File: config.mk
export PLATFORM = sky130hd
export DESIGN_NAME = rhythm_lane_core
export DESIGN_NICKNAME = d
export VERILOG_FILES = /design/src/rtl/rhythm_pkg.sv /design/src/rtl/lane_shifter.sv /design/src/rtl/rhythm_lane_core.sv
export SDC_FILE = /design/constraint.sdc
export NUM_CORES = 1
export LEC_CHECK = 0
export ABC_AREA = 1
export BUFFER_PORTS_ARGS = -buffer_cell sky130_fd_sc_hd__buf_2
export CAP_MARGIN = 20
export CORE_MARGIN = 2
export CORE_UTILIZATION = 30
export CTS_CLUSTER_SIZE = 14
export DETAILED_ROUTE_END_ITERATION = 7
export GPL_ROUTABILITY_DRIVEN = 0
export PLACE_DENSITY = 0.44
export SYNTH_ARGS = -nofsm -noshare
export SYNTH_HDL_FRONTEND = slang
export SYNTH_HIERARCHICAL = 1
export SYNTH_SLANG_ARGS = --single-unit
File: constraint.sdc
create_clock -name clk -period 4.1 [get_ports clk]
set_clock_uncertainty 0.1 [all_clocks]
set_input_delay 0.205 -clock clk [delete_from_list [all_inputs] [get_ports clk]]
set_output_delay 0.205 -clock clk [all_outputs]
set_load 0.05 [all_outputs]
File: src/rtl/rhythm_pkg.sv
// Shared types, constants and helpers for the rhythm game core.
package rhythm_pkg;

  typedef enum logic [1:0] {
    IDLE   = 2'b00,
    RUN    = 2'b01,
    PAUSE  = 2'b10,
    FINISH = 2'b11
  } state_t;

  // Streak (before the current hit) at which combo scoring starts.
  localparam int unsigned COMBO_THRESH = 4;

  // Add and clamp to lim; operands are counter-sized so the sum cannot wrap.
  function automatic int unsigned sat_add(input int unsigned a,
                                          input int unsigned b,
                                          input int unsigned lim);
    int unsigned s;
    s = a + b;
    return (s > lim) ? lim : s;
  endfunction

endpackage

File: src/rtl/lane_shifter.sv
// One note lane: shift register toward the hit cell (cell 0), with note
// inject at the far end, hit-clear and per-lane judgement flags.
// LANE_LEN must be at least 2.
module lane_shifter
  import rhythm_pkg::*;
#(
  parameter int unsigned LANE_LEN = 7
) (
  input  logic                clk,
  input  logic                n_rst,
  input  logic                clear,
  input  logic                shift,
  input  logic                inject,
  input  logic                press,
  output logic [LANE_LEN-1:0] cells,
  output logic                hit_c,
  output logic                miss_c
);

  logic [LANE_LEN-1:0] cells_q;

  // Judgement always uses the pre-shift hit cell; a pressed note is never
  // also reported as a shift-out miss.
  assign hit_c  = press & cells_q[0];
  assign miss_c = press ? ~cells_q[0] : (shift & cells_q[0]);
  assign cells  = cells_q;

  // Lane contents: clear wins, then beat shift (drops the old cell 0), then hit-clear.
  always_ff @(posedge clk or negedge n_rst) begin
    if (!n_rst) begin
      cells_q <= '0;
    end else if (clear) begin
      cells_q <= '0;
    end else if (shift) begin
      cells_q <= {inject, cells_q[LANE_LEN-1:1]};
    end else if (hit_c) begin
      cells_q[0] <= 1'b0;
    end
  end

endmodule

File: src/rtl/rhythm_lane_core.sv
// Rhythm game engine: beat divider, song stepping, game FSM and scoring.
// Optional build macro: COMBO_EN (hits score 2 once the streak reaches the
// combo threshold). start is honoured in every state so a game can be
// restarted directly; quit has priority over start, start over pause.
module rhythm_lane_core
  import rhythm_pkg::*;
#(
  parameter int unsigned N_LANES  = 2,
  parameter int unsigned LANE_LEN = 7,
  parameter int unsigned SONG_LEN = 32,
  parameter int unsigned PER_W    = 23,
  parameter int unsigned CNT_W    = 8
) (
  input  logic                         clk,
  input  logic                         n_rst,
  input  logic                         start,
  input  logic                         pause,
  input  logic                         quit,
  input  logic [PER_W-1:0]             beat_period,
  input  logic [N_LANES*SONG_LEN-1:0]  song,
  input  logic [N_LANES-1:0]           press,
  output logic [N_LANES*LANE_LEN-1:0]  lane_disp,
  output logic [1:0]                   state,
  output logic                         beat,
  output logic                         hit,
  output logic                         miss,
  output logic [CNT_W-1:0]             score,
  output logic [CNT_W-1:0]             hits,
  output logic [CNT_W-1:0]             misses,
  output logic [CNT_W-1:0]             streak,
  output logic                         done
);

  localparam int unsigned STEP_W      = $clog2(SONG_LEN + 1);
  localparam int unsigned IDX_W       = (SONG_LEN > 1) ? $clog2(SONG_LEN) : 1;
  localparam int unsigned BEATS_TOTAL = SONG_LEN + LANE_LEN;
  localparam int unsigned BCNT_W      = $clog2(BEATS_TOTAL + 1);
  localparam int unsigned CNT_MAX     = 32'((64'(1) << CNT_W) - 64'(1));

  state_t                        state_q, state_d;
  logic [PER_W-1:0]              div_q, period_q;
  logic [N_LANES*SONG_LEN-1:0]   song_q;
  logic [STEP_W-1:0]             step_q;
  logic [BCNT_W-1:0]             bcnt_q;
  logic [CNT_W-1:0]              score_q, hits_q, misses_q, streak_q;
  logic                          beat_q, hit_q, miss_q, done_q;

  logic                          run_c, load_c, clear_c, beat_c, last_beat_c;
  logic [N_LANES-1:0]            press_c, inject_c, lane_hit_c, lane_miss_c;
  int unsigned                   n_hit_c, n_miss_c, pts_c;

  assign beat_c      = run_c && (div_q == period_q);
  assign last_beat_c = (bcnt_q == BCNT_W'(BEATS_TOTAL - 1));
  assign press_c     = press & {N_LANES{run_c}};

  // Game state register.
  always_ff @(posedge clk or negedge n_rst) begin
    if (!n_rst) state_q <= IDLE;
    else        state_q <= state_d;
  end

  // Next state and per-cycle control: quit > start > pause > normal play.
  always_comb begin
    state_d = state_q;
    run_c   = 1'b0;
    load_c  = 1'b0;
    clear_c = 1'b0;
    if (quit) begin
      state_d = IDLE;
      clear_c = 1'b1;
    end else if (start) begin
      state_d = RUN;
      load_c  = 1'b1;
      clear_c = 1'b1;
    end else begin
      case (state_q)
        RUN: begin
          if (pause) begin
            state_d = PAUSE;
          end else begin
            run_c = 1'b1;
            if ((div_q == period_q) && last_beat_c) state_d = FINISH;
          end
        end
        PAUSE:   if (pause) state_d = RUN;
        default: ;
      endcase
    end
  end

  // Beat divider, song latch, step index and beat count.
  always_ff @(posedge clk or negedge n_rst) begin
    if (!n_rst) begin
      div_q    <= '0;
      period_q <= '0;
      song_q   <= '0;
      step_q   <= '0;
      bcnt_q   <= '0;
    end else if (load_c) begin
      div_q    <= '0;
      period_q <= beat_period;
      song_q   <= song;
      step_q   <= '0;
      bcnt_q   <= '0;
    end else if (run_c) begin
      div_q <= beat_c ? '0 : div_q + PER_W'(1);
      if (beat_c) begin
        if (step_q < STEP_W'(SONG_LEN)) step_q <= step_q + STEP_W'(1);
        bcnt_q <= bcnt_q + BCNT_W'(1);
      end
    end
  end

  // One shifter per lane, fed from that lane's slice of the latched song.
  for (genvar l = 0; l < N_LANES; l++) begin : g_lane
    logic [SONG_LEN-1:0] lane_song;
    assign lane_song   = song_q[l*SONG_LEN +: SONG_LEN];
    assign inject_c[l] = (step_q < STEP_W'(SONG_LEN)) ? lane_song[step_q[IDX_W-1:0]] : 1'b0;

    lane_shifter #(.LANE_LEN(LANE_LEN)) u_lane (
      .clk    (clk),
      .n_rst  (n_rst),
      .clear  (clear_c),
      .shift  (beat_c),
      .inject (inject_c[l]),
      .press  (press_c[l]),
      .cells  (lane_disp[l*LANE_LEN +: LANE_LEN]),
      .hit_c  (lane_hit_c[l]),
      .miss_c (lane_miss_c[l])
    );
  end

  // Total hits and misses judged across all lanes this cycle.
  always_comb begin
    n_hit_c  = 0;
    n_miss_c = 0;
    for (int l = 0; l < N_LANES; l++) begin
      n_hit_c  = n_hit_c + 32'(lane_hit_c[l]);
      n_miss_c = n_miss_c + 32'(lane_miss_c[l]);
    end
  end

`ifdef COMBO_EN
  assign pts_c = (32'(streak_q) >= COMBO_THRESH) ? 2 * n_hit_c : n_hit_c;
`else
  assign pts_c = n_hit_c;
`endif

  // Saturating counters; any miss in a cycle zeroes the streak after that cycle's hits.
  always_ff @(posedge clk or negedge n_rst) begin
    if (!n_rst) begin
      score_q  <= '0;
      hits_q   <= '0;
      misses_q <= '0;
      streak_q <= '0;
    end else if (load_c) begin
      score_q  <= '0;
      hits_q   <= '0;
      misses_q <= '0;
      streak_q <= '0;
    end else if (run_c) begin
      score_q  <= CNT_W'(sat_add(32'(score_q), pts_c, CNT_MAX));
      hits_q   <= CNT_W'(sat_add(32'(hits_q), n_hit_c, CNT_MAX));
      misses_q <= CNT_W'(sat_add(32'(misses_q), n_miss_c, CNT_MAX));
      streak_q <= (n_miss_c != 0) ? '0 : CNT_W'(sat_add(32'(streak_q), n_hit_c, CNT_MAX));
    end
  end

  // Registered event pulses.
  always_ff @(posedge clk or negedge n_rst) begin
    if (!n_rst) begin
      beat_q <= 1'b0;
      hit_q  <= 1'b0;
      miss_q <= 1'b0;
      done_q <= 1'b0;
    end else begin
      beat_q <= beat_c;
      hit_q  <= |lane_hit_c;
      miss_q <= |lane_miss_c;
      done_q <= beat_c && last_beat_c;
    end
  end

  assign state  = state_q;
  assign beat   = beat_q;
  assign hit    = hit_q;
  assign miss   = miss_q;
  assign done   = done_q;
  assign score  = score_q;
  assign hits   = hits_q;
  assign misses = misses_q;
  assign streak = streak_q;

endmodule

# [Word level (Yosys, flattened, before mapping)]
# Index checks and enable logic that the tools add are counted.
[word_totals] inputBits=94 reg_bits=174 out_inout_bits=52
[op_classes] bitwise=7 n_addsub=9 n_lt_le_gt_ge=6 n_eq_ne=6 n_reduce_logical=16 mux=52
[op_table] cell="$mux W8" n=13
[op_table] cell="$mux W23" n=3
[op_table] cell="$mux W6" n=9
[op_table] cell="$add A8 B2 Y9" n=4
[op_table] cell="$gt A9 B8 Y1 const B" n=4
[op_table] cell="$reduce_bool A32 Y1" n=1
[op_table] cell="$add A23 B1 Y23 const B" n=1
[op_table] cell="$eq A23 B23 Y1" n=1
[op_table] cell="$mux W1" n=17
[op_table] cell="$mux W7" n=2
[op_table] cell="$add A6 B1 Y6 const B" n=2
[op_table] cell="$bmux W1 S5" n=2
[op_table] cell="$mux W2" n=5
[op_table] cell="$reduce_bool A2 Y1" n=4
[op_table] cell="$eq A6 B6 Y1 const B" n=1
[op_table] cell="$lt A5 B6 Y1 const B" n=1
[op_table] cell="$lt A6 B6 Y1 const B" n=1
[op_table] cell="$reduce_and A3 Y1" n=2
[op_table] cell="$reduce_bool A3 Y1" n=2
[op_table] cell="$ne A5 B5 Y1 const B" n=1
[op_table] cell="$add A1 B1 Y2" n=2
[op_table] cell="$and A1 B1 Y1" n=4
[op_table] cell="$ne A4 B4 Y1 const B" n=1
[op_table] cell="$pmux W2 S2" n=1
[op_table] cell="other kinds (8)" n=12

# [Logic depth before layout (Yosys ltp)]
[logic_depth] ltp_word=13 depth_mapped=24 depth_no_buf=22

# [By module]
# The synthesis kept the hierarchy.
[by_module_without_submodules] module="rhythm_lane_core" area_per_inst_um2=8638.3 n_inst=1 seq_area_each_um2=4003.8 cells_per_inst=1183
[by_module_without_submodules] module="lane_shifter" area_per_inst_um2=325.3 n_inst=2 seq_area_each_um2=175.2 cells_per_inst=38

# [Least setup slack after synthesis]
# Ideal clock, no wire load.
[synth_path] kind="register to register" startpoint="register state_q[0] (netlist: state[0])" endpoint="register misses_q[5] (netlist: misses[5])" t_required_ns=3.864 setup_slack_ns=0.537 path_stages_with_launch=21 t_arrival_ns=3.327 synth_period_minus_slack_ns=3.563 path_cell_list="dfrtp_1 > ha_1 > inv_1 > nor2_1 > nand3_2 > nor2_2 > buf_6 > nand2_1 > o21ai_1 > inv_1 > ha_1 > ha_1 > fa_1 > nand3_1 > nor2_1 > nand3_1 > nor2_1 > inv_1 > o21ai_0 > a21oi_1 > o21ai_0"
[synth_between] elab_chain_len=13
[synth_lines] item="start, declared" line_no="rhythm_lane_core.sv:40" text="state_t state_q, state_d;"
[synth_lines] item="start signal, assigned" line_no="rhythm_lane_core.sv:59" text="else state_q <= state_d;"
[synth_lines] item="$eq A2 B1 Y1 (*)" line_no="rhythm_lane_core.sv:76" text="case (state_q)"
[synth_lines] item="$mux W1 (*)" line_no="rhythm_lane_core.sv:76"
[synth_lines] item="$mux W1 (*)" line_no="rhythm_lane_core.sv:71" text="end else if (start) begin"
[synth_lines] item="$mux W1 (*)" line_no="rhythm_lane_core.sv:68" text="if (quit) begin"
[synth_lines] item="$logic_and A1 B1 Y1 (*)" line_no="rhythm_lane_core.sv:52" text="assign beat_c = run_c && (div_q == period_q);"
[synth_lines] item="net beat_c" line_no="rhythm_lane_core.sv:48" text="logic run_c, load_c, clear_c, beat_c, last_beat_c;"
[synth_lines] item="$and A1 B1 Y1 (*)" line_no="lane_shifter.sv:25" text="assign miss_c = press ? ~cells_q[0] : (shift & cells_q[0]);"
[synth_lines] item="$mux W1 (*)" line_no="lane_shifter.sv:25"
[synth_lines] item="net lane_miss_c[0]" line_no="rhythm_lane_core.sv:49" text="logic [N_LANES-1:0] press_c, inject_c, lane_hit_c, lane_miss_c;"
[synth_lines] item="$add A1 B1 Y2 (*)" line_no="rhythm_lane_core.sv:139" text="n_miss_c = n_miss_c + 32'(lane_miss_c[l]);"
[synth_lines] item="$add A8 B2 Y9 (*)" line_no="rhythm_pkg.sv:19" text="s = a + b;"
[synth_lines] item="$gt A9 B8 Y1" line_no="rhythm_pkg.sv:20" text="return (s > lim) ? lim : s;"
[synth_lines] item="$mux W8 (*)" line_no="rhythm_pkg.sv:20"
[synth_lines] item="$mux W8 (*)" line_no="rhythm_lane_core.sv:161" text="end else if (run_c) begin"
[synth_lines] item="$mux W8 (*)" line_no="rhythm_lane_core.sv:156" text="end else if (load_c) begin"
[synth_lines] item="end signal, assigned" line_no="rhythm_lane_core.sv:164" text="misses_q <= CNT_W'(sat_add(32'(misses_q), n_miss_c, CNT_MAX));"
[synth_lines] item="end, declared" line_no="rhythm_lane_core.sv:45" text="logic [CNT_W-1:0] score_q, hits_q, misses_q, streak_q;"
# Mark *: on every way through the listed nets, which the timed path passes. The rest lies on a longest branch. The select of a mux whose other input is x is not followed.
# A chain may end at the register's enable or synchronous reset.

# [Final worst setup path]
[layout_path] startpoint="register div_q[13]" endpoint="register misses_q[5] (netlist: misses[5])"
[layout_between] elab_chain_len=10
[layout_lines] item="start, declared" line_no="rhythm_lane_core.sv:41" text="logic [PER_W-1:0] div_q, period_q;"
[layout_lines] item="start signal, assigned" line_no="rhythm_lane_core.sv:106" text="div_q <= beat_c ? '0 : div_q + PER_W'(1);"
[layout_lines] item="$eq A23 B23 Y1 (*)" line_no="rhythm_lane_core.sv:52"
[layout_lines] item="$logic_and A1 B1 Y1 (*)" line_no="rhythm_lane_core.sv:52"
[layout_lines] item="net beat_c" line_no="rhythm_lane_core.sv:48"
[layout_lines] item="$and A1 B1 Y1 (*)" line_no="lane_shifter.sv:25"
[layout_lines] item="$mux W1 (*)" line_no="lane_shifter.sv:25"
[layout_lines] item="net lane_miss_c[0]" line_no="rhythm_lane_core.sv:49"
[layout_lines] item="$add A1 B1 Y2 (*)" line_no="rhythm_lane_core.sv:139"
[layout_lines] item="$add A8 B2 Y9 (*)" line_no="rhythm_pkg.sv:19"
[layout_lines] item="$gt A9 B8 Y1" line_no="rhythm_pkg.sv:20"
[layout_lines] item="$mux W8 (*)" line_no="rhythm_pkg.sv:20"
[layout_lines] item="$mux W8 (*)" line_no="rhythm_lane_core.sv:161"
[layout_lines] item="$mux W8 (*)" line_no="rhythm_lane_core.sv:156"
# Marked as above.

==> run summary <==
Most common cell type on the critical path = nand2_1
Status = finished clean
Worst path top cell family by delay = simple AND/OR/NAND/NOR gates
Mapped Area = 9290 um^2
Max Root-Sink Buffers = 2
Worst Hold Launch = pause
Cells after synthesis = 1259
WHS Path Cells = 4
Async S/R FF share, synth = 100%
I/O pin count = 146
Buf/Inv on CP = 3
Share of cells above drive strength 1 = 14.8%
First drt pass iteration count = 5
Largest net degree at the start of global routing = 92
Die Wd = 180 um
Tmin final = 3.64 ns
Crit start category = register
Fmax = 275 MHz
Final antenna diode count = 0
Worst-path fanout max = 5
CP peak stage delay = 0.48 ns
Clk_lat worst skew = 0.43 ns
CTS clk-pin slew, worst paths = 0.07 ns
Sink Count = 174
Slew @ Worst Pin = 0.977 ns
Setup TNS = 0 ns
Peak supply drop = 277 uV
CP required = 4.31 ns
EDFF count, synth = 0
Tcrit/Tclk final = 88.8%
CP max-delay cell = dfrtp_1
Met3 usage = 2.65%
Nature of the critical path endpoint = register
Syn nets = 1373
Area of the multi-input gates = 4290 um^2
P_leak = 6.25 nW
Slew margin rel. = 34.9%
H-tree levels = 4
Hold Vio Cnt, Final = 0
Synth Register Bits = 174
WP data arrival = 3.85 ns
Vias in the first global route = 8671
Endpoint of the lowest-slack register-to-register path = misses[5]
Synth unique cells = 39
Tot GR Track Use = 17.7%
Final wirelength = 28100 um
Met1 Use GR = 24.0%
Via count = 8651
CTS tree = done
R2R cell count = 22
# setup viols final = 0
Die H = 180 um
CTS root buffer = clkbuf_16
Routed len/inst = 14.9 um
Grt met2 use = 29.9%
DP Wirelength = 19100 um
Max-Cap Viols = 0
Final Max Tran Viols = 0
Cell area power density = 349 nW/um^2
Hold/Removal Path Class = primary input to register
Min-Delay Endpoint = state[0]
Most frequent cells in the layout = 486 x nand2_1, 172 x dfrtp_1, 144 x buf_2
GRT overflow = 0
Remaining routing DRC violations = 0
Design Area, Final = 11900 um^2
Commonest non-fill, non-tap cell in the layout = nand2_1
PortBufs = 145
RSZ-0062 raised after global routing = no
Placed Area = 10400 um^2
Vias per std cell = 4.58
Internal reg-to-reg setup slack = 0.46 ns
Avg Cell Area, Syn = 7.38 um^2
Post-synth top flop = dfrtp_1
Num CTS Buffers = 17
Final nets = 1594
Reg2reg start = div_q[13]
Crit Path Class = register to register
Fillers = 3235
Sequential fraction of the synthesis area = 46.9%
DRT iter0 DRCs = 515
Worst path cell trace = inv_1 > nand2_1 > nand2_1 > nor2_1 > nand2_1 > nor2_2 > nand3_2 > nor2_4 > nand2_1 > o21ai_1 > inv_1 > ha_1 > ha_1 > fa_1 > nand3_1 > nor2_1 > nand3_1 > nor2_4 > inv_1 > o21ai_0 > a21oi_1 > o21ai_0
Core footprint = 30500 um^2
ANT nets after route = 0
Rows = 64
GRT busiest layer = met2
First-pass GRT wire length = 46200 um
Synthesis-to-layout area growth = 28.5%
Die ar. = 32400 um^2
Register area = 4360 um^2
Initial Utilization = 30.4%
YS warnings = 6
Initial antenna violation count = 0
==> layout make-up <==
cell class	count	share of cell area, %
Sequential cell	174	36.5
Multi-Input combinational cell	922	36.0
Timing Repair Buffer	249	14.7
Tap cell	396	4.15
Clock buffer	18	3.68
Inverter	116	3.68
Clock inverter	14	1.39
==> worst register-to-register path: cells and delay by family, from the launching register on <==
| family | cells | cell delay (ns) |
|---|---|---|
| adders and majority gates | 3 | 0.91 |
| DFF | 1 | 0.48 |
| and+or+nand+nor | 12 | 1.37 |
| buffers and inverters | 3 | 0.20 |
| AOI/OAI and AO/OA | 4 | 0.45 |
==> layer usage <==
metal  routed length, um  vias up
li1                    -     4441
met1               13600     4047
met2               13400      144
met3                 824       19
met4                 266        0
met5                   0        -
==> worst max path at each step <==
stage | from | endpoint | slack [ns] | cells past startpoint
3_3_place_gp | div_q[13] | misses[5] | 0.46 | 22
3_5_place_dp | div_q[13] | misses[5] | 0.36 | 22
5_1_grt | div_q[9] | misses[5] | 0.03 | 22
6_report | div_q[13] | misses[5] | 0.46 | 22
4_1_cts | div_q[13] | misses[5] | 0.25 | 22
2_1_floorplan | state[0] | misses[5] | 0.54 | 20
==> synthesized netlist by cell type, types with 16 or more instances <==
master,number,area (um^2)
nand2_1,487,1830
dfrtp_1,174,4350
nor2_1,118,443
inv_1,106,398
o21ai_0,90,450
nand3_1,72,360
clkbuf_1,31,116
xor2_1,23,201
nor3_1,20,100
ha_1,19,238
a21oi_1,18,90.1
nand4_1,18,113
o22ai_1,16,100
==> cell families after synthesis <==
group                      synth area share [%]
xor gates and xnor gates                   2.73
adders and majority gates                  2.77
buffers and inverters                      7.07
and+or+nand+nor                            32.3
AOI/OAI and AO/OA                          8.27
DFF                                        46.9
==> what timing repair did <==
action                     CTS  global route
hold endpoints to repair   178             0
hold buffers                90             0
setup endpoints to repair    0             5
gates resized for setup      0             5
buffers inserted             0             2
==> report_power, final <==
part           internal, mW  switching [mW]  leakage [nW]
Sequential             1.84          0.0845          2.28
Combinational         0.215           0.305          3.67
Clock                 0.938           0.789         0.294
Total                  2.99            1.18          6.25
==> state kept, by name, summed over array words and instances, names as in the netlist <==
signal,count
song_q,64
g_lane.u_lane/cells,14
done,1
bcnt_q,6
hits,8
streak,8
misses,8
score,8
state,2
miss,1
period_q,23
beat,1
div_q,23
step_q,6
hit,1
==> per-stage QoR <==
stage / hold WS (ns) / util, % / power (mW) / setup slack [ns] / instances
final: 0.0212 / 39.1 / 4.17 / 0.460 / 1889
after global routing: 0.0155 / 39.1 / 4.39 / 0.0341 / 1889
after CTS: 0.00168 / 39.0 / 4.24 / 0.249 / 1887
after detailed placement: 0.265 / 34.1 / 2.42 / 0.362 / 1765
after global placement: 0.270 / 34.1 / 2.42 / 0.458 / 1765
after floorplan: -0.191 / - / 2.21 / 0.537 / 1259
Note: power is estimated with default switching activity, not from simulation.
